$ cat src/rtl/carrier_loop_filter.sv
// carrier_loop_filter: second-order PI loop filter for one carrier tracking channel.
// Takes one discriminator error per epoch and produces the saturated NCO frequency
// control word FCW_NOM + integrator + proportional term, held between updates.
// Each update walks IDLE -> MUL -> ACC -> OUT. The new word appears in OUT, three
// cycles after the disc_valid cycle.
// Optional lock detector: define CARRIER_LOOP_FILTER_LOCK_DET_EN to add the `locked`
// output and its consecutive-epoch counter.
module carrier_loop_filter #(
    parameter int          ERR_W    = 16,
    parameter int          SHIFT    = 8,
    parameter logic [31:0] FCW_NOM  = 32'h1000_0000,
    parameter logic [31:0] INT_LIM  = 32'h3FFF_FFFF
`ifdef CARRIER_LOOP_FILTER_LOCK_DET_EN
    ,
    parameter logic [15:0] LOCK_THR = 16'd512,
    parameter logic [7:0]  LOCK_CNT = 8'd20
`endif
) (
    input  logic             clk,
    input  logic             rst,
    input  logic             disc_valid,
    input  logic [ERR_W-1:0] disc_err,
    input  logic [ERR_W-1:0] kp,
    input  logic [ERR_W-1:0] ki,
    input  logic             freeze,
    input  logic             clr_int,
    output logic [31:0]      correction,
    output logic             corr_valid,
    output logic             busy,
    output logic             overrun
`ifdef CARRIER_LOOP_FILTER_LOCK_DET_EN
    ,
    output logic             locked
`endif
);

    typedef enum logic [1:0] {
        S_IDLE = 2'd0,
        S_MUL  = 2'd1,
        S_ACC  = 2'd2,
        S_OUT  = 2'd3
    } state_t;

    localparam int PW = 2 * ERR_W;
    localparam logic signed [33:0] MAX32_C = 34'sh0_7FFF_FFFF;
    localparam logic signed [33:0] MIN32_C = 34'sh3_8000_0000;

    // Clamp to the symmetric range [-lim, +lim].
    function automatic logic signed [33:0] sat_sym(input logic signed [33:0] v,
                                                   input logic signed [33:0] lim);
        if (v > lim) begin
            return lim;
        end else if (v < -lim) begin
            return -lim;
        end else begin
            return v;
        end
    endfunction

    // Clamp to the full two's-complement 32-bit range.
    function automatic logic [31:0] sat32(input logic signed [33:0] v);
        if (v > MAX32_C) begin
            return 32'h7FFF_FFFF;
        end else if (v < MIN32_C) begin
            return 32'h8000_0000;
        end else begin
            return v[31:0];
        end
    endfunction

    state_t                   state_q, state_d;
    logic signed [ERR_W-1:0]  err_q, err_d, kp_q, kp_d, ki_q, ki_d;
    logic signed [33:0]       p_q, p_d, i_q, i_d;
    logic signed [31:0]       integ_q, integ_d;
    logic [31:0]              corr_q, corr_d;
    logic                     corr_valid_q, corr_valid_d;
    logic                     busy_q, busy_d;
    logic                     overrun_q, overrun_d;

    logic signed [PW-1:0]     prod_p_s, prod_i_s, shp_s, shi_s;
    logic signed [33:0]       integ_sum_s, corr_sum_s, lim_s;

    assign prod_p_s = err_q * kp_q;
    assign prod_i_s = err_q * ki_q;
    assign shp_s    = prod_p_s >>> SHIFT;
    assign shi_s    = prod_i_s >>> SHIFT;
    assign lim_s    = {2'b00, INT_LIM};

`ifdef CARRIER_LOOP_FILTER_LOCK_DET_EN
    logic [7:0]  lock_cnt_q, lock_cnt_d;
    logic        locked_q, locked_d;
    logic [31:0] err_ext_s, err_mag_s;
    logic        in_thr_s;

    assign err_ext_s = {{(32 - ERR_W){err_q[ERR_W-1]}}, err_q};
    assign err_mag_s = err_ext_s[31] ? (32'd0 - err_ext_s) : err_ext_s;
    assign in_thr_s  = (err_mag_s <= {16'd0, LOCK_THR});
`endif

    // FSM state register.
    always_ff @(posedge clk) begin
        if (!rst) begin
            state_q <= S_IDLE;
        end else begin
            state_q <= state_d;
        end
    end

    // FSM next-state: fixed four-cycle walk started by an accepted sample.
    always_comb begin
        state_d = state_q;
        case (state_q)
            S_IDLE: begin
                if (disc_valid) begin
                    state_d = S_MUL;
                end else begin
                    state_d = S_IDLE;
                end
            end
            S_MUL:   state_d = S_ACC;
            S_ACC:   state_d = S_OUT;
            S_OUT:   state_d = S_IDLE;
            default: state_d = S_IDLE;
        endcase
    end

    // Datapath and output next values for each state.
    always_comb begin
        err_d        = err_q;
        kp_d         = kp_q;
        ki_d         = ki_q;
        p_d          = p_q;
        i_d          = i_q;
        integ_d      = integ_q;
        corr_d       = corr_q;
        corr_valid_d = 1'b0;
        busy_d       = (state_d != S_IDLE);
        overrun_d    = disc_valid && (state_q != S_IDLE);
        integ_sum_s  = {{2{integ_q[31]}}, integ_q} + i_q;
        corr_sum_s   = 34'sd0;
`ifdef CARRIER_LOOP_FILTER_LOCK_DET_EN
        lock_cnt_d   = lock_cnt_q;
        locked_d     = locked_q;
`endif
        case (state_q)
            S_IDLE: begin
                if (disc_valid) begin
                    err_d = disc_err;
                    kp_d  = kp;
                    ki_d  = ki;
                end else begin
                    err_d = err_q;
                end
                if (clr_int) begin
                    integ_d = 32'sd0;
`ifdef CARRIER_LOOP_FILTER_LOCK_DET_EN
                    lock_cnt_d = 8'd0;
                    locked_d   = 1'b0;
`endif
                end else begin
                    integ_d = integ_q;
                end
            end
            S_MUL: begin
                p_d = {{(34 - PW){shp_s[PW-1]}}, shp_s};
                i_d = {{(34 - PW){shi_s[PW-1]}}, shi_s};
            end
            S_ACC: begin
                // clr_int outranks freeze, which outranks accumulation
                if (clr_int) begin
                    integ_d = 32'sd0;
                end else if (freeze) begin
                    integ_d = integ_q;
                end else begin
                    integ_d = 32'(sat_sym(integ_sum_s, lim_s));
                end
                corr_sum_s   = {{2{FCW_NOM[31]}}, FCW_NOM}
                             + {{2{integ_d[31]}}, integ_d} + p_q;
                corr_d       = sat32(corr_sum_s);
                corr_valid_d = 1'b1;
`ifdef CARRIER_LOOP_FILTER_LOCK_DET_EN
                if (clr_int || !in_thr_s) begin
                    lock_cnt_d = 8'd0;
                    locked_d   = 1'b0;
                end else begin
                    lock_cnt_d = (lock_cnt_q == 8'hFF) ? lock_cnt_q : (lock_cnt_q + 8'd1);
                    locked_d   = (lock_cnt_d >= LOCK_CNT);
                end
`endif
            end
            S_OUT: begin
                corr_d = corr_q;
            end
            default: begin
                corr_d = corr_q;
            end
        endcase
    end

    // Datapath and registered outputs; reset discards any in-flight update.
    always_ff @(posedge clk) begin
        if (!rst) begin
            err_q        <= '0;
            kp_q         <= '0;
            ki_q         <= '0;
            p_q          <= 34'sd0;
            i_q          <= 34'sd0;
            integ_q      <= 32'sd0;
            corr_q       <= FCW_NOM;
            corr_valid_q <= 1'b0;
            busy_q       <= 1'b0;
            overrun_q    <= 1'b0;
        end else begin
            err_q        <= err_d;
            kp_q         <= kp_d;
            ki_q         <= ki_d;
            p_q          <= p_d;
            i_q          <= i_d;
            integ_q      <= integ_d;
            corr_q       <= corr_d;
            corr_valid_q <= corr_valid_d;
            busy_q       <= busy_d;
            overrun_q    <= overrun_d;
        end
    end

`ifdef CARRIER_LOOP_FILTER_LOCK_DET_EN
    // Lock detector counter and flag.
    always_ff @(posedge clk) begin
        if (!rst) begin
            lock_cnt_q <= 8'd0;
            locked_q   <= 1'b0;
        end else begin
            lock_cnt_q <= lock_cnt_d;
            locked_q   <= locked_d;
        end
    end

    assign locked = locked_q;
`endif

    assign correction = corr_q;
    assign corr_valid = corr_valid_q;
    assign busy       = busy_q;
    assign overrun    = overrun_q;

endmodule
$ cat config.mk
export PLATFORM = sky130hd
export DESIGN_NAME = carrier_loop_filter
export DESIGN_NICKNAME = d
export VERILOG_FILES = /design/src/rtl/carrier_loop_filter.sv
export SDC_FILE = /design/constraint.sdc
export NUM_CORES = 2
export LEC_CHECK = 0
export ABC_AREA = 1
export CORE_MARGIN = 2
export CORE_UTILIZATION = 40
export DETAILED_ROUTE_END_ITERATION = 10
export PLACE_DENSITY = 0.65
export SLEW_MARGIN = 20
export SYNTH_ARGS = -nofsm -noshare
export SYNTH_HDL_FRONTEND = slang
export SYNTH_SLANG_ARGS = --single-unit
$ cat constraint.sdc
create_clock -name clk -period 6.8 [get_ports clk]
set_input_delay 0.68 -clock clk [delete_from_list [all_inputs] [get_ports clk]]
set_output_delay 0.68 -clock clk [all_outputs]
set_load 0.03 [all_outputs]
==> results.yml <==
routing:
  post_drt_via_cell_ratio: 4.94
  routed-via-count: 26500
  final_antenna_net_count: 0
  number_of_detailed_route_iterations_in_the_first_pass: 8
  drc_errors: 0
  detail_route.iter0.violations: 1916
  routedWlPerCell_um: 16.1
  drt-total-wl_um: 86600
synthesis:
  avgSynthCellArea_um2: 7.30
  synth_mux_area_frac: 0
  netlist_area_mm2: 0.0314
  post_synth_fa_ha_maj_area_fraction: 0.436
  synth_cells: 4304
  synth-xor-area-share: 0.0257
  yosys.cell_types.count: 52
  synth-seq-area-share: 0.105
  synth-compound-area-share: 0.0927
  dominant_combinational_cell_family_by_area_after_synthesis: "adder cells"
  yosys.area_share.simple: 0.187
  asyncSetResetFlopFracSynth: 0
  ys.flop_type: "sky130_fd_sc_hd__dfxtp_1"
  yosys_warning_total: 0
  synth_seq_cells: 165
  synth_fp_nets: 5138
  synth-edff-count: 0
clock_tree:
  clock_sinks: 165
  ctsRootBufferMaster: "sky130_fd_sc_hd__clkbuf_16"
  clock_latency_ns: 0.51
  clk_pin_slew_worst_paths_ns: 0.08
  tritoncts.num_buffers: 17
  cts_tree: "yes"
  post-cts-setup-buffer-count: 0
  cts_max_path_buffers: 2
  clock_tree.htree_level_count: 4
job:
  drv_cap: 0
power_and_ir_drop:
  power_frac_comb: 0.699
  p_leak_uw: 0.0179
  swShare: 0.533
  power_frac_clock: 0.137
  switching_power_uw: 4060
  share_seq_of_total_power: 0.164
  ir_worst_vdd_mv: 0.162
  power.internal_uw: 3560
  p_per_area_mw_per_mm2: 223
timing:
  worst_setup_slack_after_layout_ns: 0.468
  unrepaired_setup_endpoints_after_global_routing: "no"
  timing_hold_violations_final: 0
  final-setup-viol-count: 0
  timing.clock.skew_ns: 0.0173
  tns_ns: 0
  pins_over_slew_limit: 0
  final.period_utilization: 0.931
  max_slew.worst_pin.slew_ns: 0.996
  relSlewSlack: 0.335
  fmax_ghz: 0.158
  final_period_minus_worst_setup_slack_ns: 6.33
critical_path:
  path_class: "flip-flop to flip-flop"
  critPathLaunchType: "flip-flop"
  worstPathMaxFanout: 13
  arrival_ns: 6.77
  worst_ep_required_time_ns: 7.24
  timing.critical_path.to_type: "flip-flop"
global_routing:
  grt_start_max_net_pins: 97
  grt.overflow.total: 0
  grt_pass1_wl_um: 144000
  via_count_of_the_first_global_routing_pass: 28000
  antenna_found_initial: 1
  groute.usage.overall: 0.223
placement:
  hpwl_um: 73000
  buffers_on_ports: 87
  place_congestion: 0.958
  post_place_setup_slack_ns: 0.349
cells_and_area:
  final_core_density: 0.440
  nNetsFinal: 5151
  ratio_of_cells_with_drive_above_1_in_the_final_layout: 0.0376
  syn2layout_area_growth_pct: 8.68
  antenna_cells: 0
die:
  effective_utilization_at_floorplan: 0.405
  die_height_um: 284
  die_w_um: 284
  die-area_mm2: 0.0808
  core_region_area_mm2: 0.0776
  rows: 102
  ios: 88
run_status:
  status: "finished, final reports clean"
min_path:
  hp-class: "flip-flop to flip-flop"
[state kept, by name, indices dropped and copies added (netlist names)]
register and flops:
busy 1, corr_valid 1, correction 32, err_q 16, i_q 24, integ_q 32
ki_q 16, kp_q 16, overrun 1, p_q 24, state_q 2
[metrics by stage]
| stage | std cells | power, uW | hold slack (ns) | cell area, um2 |
|---|---|---|---|---|
| 6_report | 5370 | 7620 | 0.482 | 34100 |
| 3_3_place_gp | 5338 | 6590 | 0.462 | 33500 |
| 5_1_grt | 5370 | 8440 | 0.502 | 34100 |
| 2_1_floorplan | 4304 | 5020 | 0.456 | 31400 |
| 3_5_place_dp | 5338 | 6620 | 0.468 | 33500 |
| 4_1_cts | 5370 | 7710 | 0.481 | 34100 |
[placed cells by master, fill, tap and decap left out, types with 84 or more instances in the layout]
master and n:
sky130_fd_sc_hd__o21ai_0 200, sky130_fd_sc_hd__clkdlybuf4s50_1 86, sky130_fd_sc_hd__dfxtp_1 163, sky130_fd_sc_hd__nor2_1 292, sky130_fd_sc_hd__nand2_1 1018, sky130_fd_sc_hd__ha_1 255
sky130_fd_sc_hd__nand3_1 84, sky130_fd_sc_hd__fa_1 524, sky130_fd_sc_hd__inv_1 1080, sky130_fd_sc_hd__buf_4 87, sky130_fd_sc_hd__a21oi_1 219
[layer usage]
layer / track usage / vias up / routed length, um
met1: 0.282 / 12900 / 36100
met3: 0.0329 / 151 / 5230
met2: 0.389 / 710 / 42400
met4: 0.0778 / 0 / 2940
li1: - / 12800 / -
met5: 0 / - / 0
[power groups by stage]
stage                     registers (uW)  logic (uW)  clock network (uW)
after floorplan                     1190        3840                   0
after global placement              1260        5320                   0
after detailed placement            1270        5350                   0
after CTS                           1240        5390                1070
after global routing                1260        6070                1110
final                               1250        5320                1050
[final timing paths]
check	slack, ns	depth (start not counted)	to	start
setup / recovery	0.47	23	i_q[16]	err_q[5]
setup reg to reg	0.47	23	i_q[16]	err_q[5]
hold reg to reg	0.48	2	correction[31]	correction[31]
hold / removal	0.48	2	correction[31]	correction[31]
[synth_stat cells (2+ instances only)]
cell                       count  area share
sky130_fd_sc_hd__or2_2         3     0.00060
sky130_fd_sc_hd__o21a_1        8      0.0019
sky130_fd_sc_hd__nand3_1      84       0.013
sky130_fd_sc_hd__o21ai_4       3      0.0016
sky130_fd_sc_hd__nor2_2        3     0.00060
sky130_fd_sc_hd__o211ai_1     15      0.0036
sky130_fd_sc_hd__o21ai_0     200       0.032
sky130_fd_sc_hd__a21oi_2       2     0.00056
sky130_fd_sc_hd__clkbuf_2      3     0.00048
sky130_fd_sc_hd__nand3_2       3     0.00096
sky130_fd_sc_hd__nor3_2        2     0.00064
sky130_fd_sc_hd__buf_4         2     0.00048
sky130_fd_sc_hd__buf_2        11      0.0018
sky130_fd_sc_hd__inv_1      1080        0.13
sky130_fd_sc_hd__xnor2_1      45       0.013
sky130_fd_sc_hd__nor4_1        7      0.0014
sky130_fd_sc_hd__nand2_1    1019        0.12
sky130_fd_sc_hd__a21oi_1     220       0.035
sky130_fd_sc_hd__nand2_4       2     0.00072
sky130_fd_sc_hd__xor2_1       44       0.012
sky130_fd_sc_hd__o311ai_0      2     0.00056
sky130_fd_sc_hd__nand4_1      25      0.0050
sky130_fd_sc_hd__a31oi_1      31      0.0062
sky130_fd_sc_hd__a21o_1       10      0.0024
sky130_fd_sc_hd__a221oi_1      2     0.00056
sky130_fd_sc_hd__o221ai_1      6      0.0017
sky130_fd_sc_hd__o21bai_1      8      0.0019
sky130_fd_sc_hd__a211oi_1      2     0.00048
sky130_fd_sc_hd__clkbuf_1    149       0.018
sky130_fd_sc_hd__inv_2         4     0.00048
sky130_fd_sc_hd__nor3_1       18      0.0029
sky130_fd_sc_hd__o21ai_2       4      0.0011
sky130_fd_sc_hd__buf_1        11      0.0013
sky130_fd_sc_hd__fa_1        524        0.33
sky130_fd_sc_hd__o21ai_1       2     0.00032
sky130_fd_sc_hd__a21boi_0      3     0.00072
sky130_fd_sc_hd__nand3b_1     12      0.0029
sky130_fd_sc_hd__dfxtp_1     165        0.11
sky130_fd_sc_hd__buf_6         5      0.0018
sky130_fd_sc_hd__nor2_1      292       0.035
sky130_fd_sc_hd__ha_1        257        0.10
sky130_fd_sc_hd__nand2_2       6      0.0012
[critical path, stage by stage (launching register included)]
cell	delay, ns
sky130_fd_sc_hd__dfxtp_1	0.66
sky130_fd_sc_hd__buf_4	0.35
sky130_fd_sc_hd__nand2_1	0.11
sky130_fd_sc_hd__fa_1	0.53
sky130_fd_sc_hd__inv_1	0.06
sky130_fd_sc_hd__fa_1	0.50
sky130_fd_sc_hd__inv_1	0.06
sky130_fd_sc_hd__fa_1	0.54
sky130_fd_sc_hd__inv_1	0.05
sky130_fd_sc_hd__fa_1	0.49
sky130_fd_sc_hd__inv_1	0.06
sky130_fd_sc_hd__fa_1	0.50
sky130_fd_sc_hd__inv_1	0.06
sky130_fd_sc_hd__fa_1	0.44
sky130_fd_sc_hd__ha_1	0.37
sky130_fd_sc_hd__nand2_1	0.11
sky130_fd_sc_hd__inv_1	0.09
sky130_fd_sc_hd__nand3_1	0.06
sky130_fd_sc_hd__o21ai_0	0.37
sky130_fd_sc_hd__a21boi_0	0.23
sky130_fd_sc_hd__o21ai_0	0.25
sky130_fd_sc_hd__xor2_1	0.22
sky130_fd_sc_hd__o21ai_0	0.10
sky130_fd_sc_hd__inv_1	0.08
[logic make-up after synthesis]
family                   after synthesis
AND/OR/NAND/NOR                     1477
buffers and inverters               1266
adder cells (fa/ha/maj)              781
AO/OA/AOI/OAI                        525
flip-flops                           165
XOR/XNOR                              90
[layout make-up]
type | count | area (um2)
clock buffers | 18 | 439
clock inverters | 14 | 169
fillers | 7975 | 43400
inverters | 1085 | 4070
multi-input cells | 2873 | 23300
flip-flops and latches | 165 | 3310
well taps | 1040 | 1300
repair buffers | 175 | 1540
[timing repair]
| item | CTS | global route |
|---|---|---|
| hold buffers | 0 | 0 |
| setup endpoints to repair | 0 | 9 |
| endpoints found under the hold margin | 0 | 0 |
| gates resized for setup | 0 | 2 |
No activity file was read; power rests on OpenSTA's default activity.
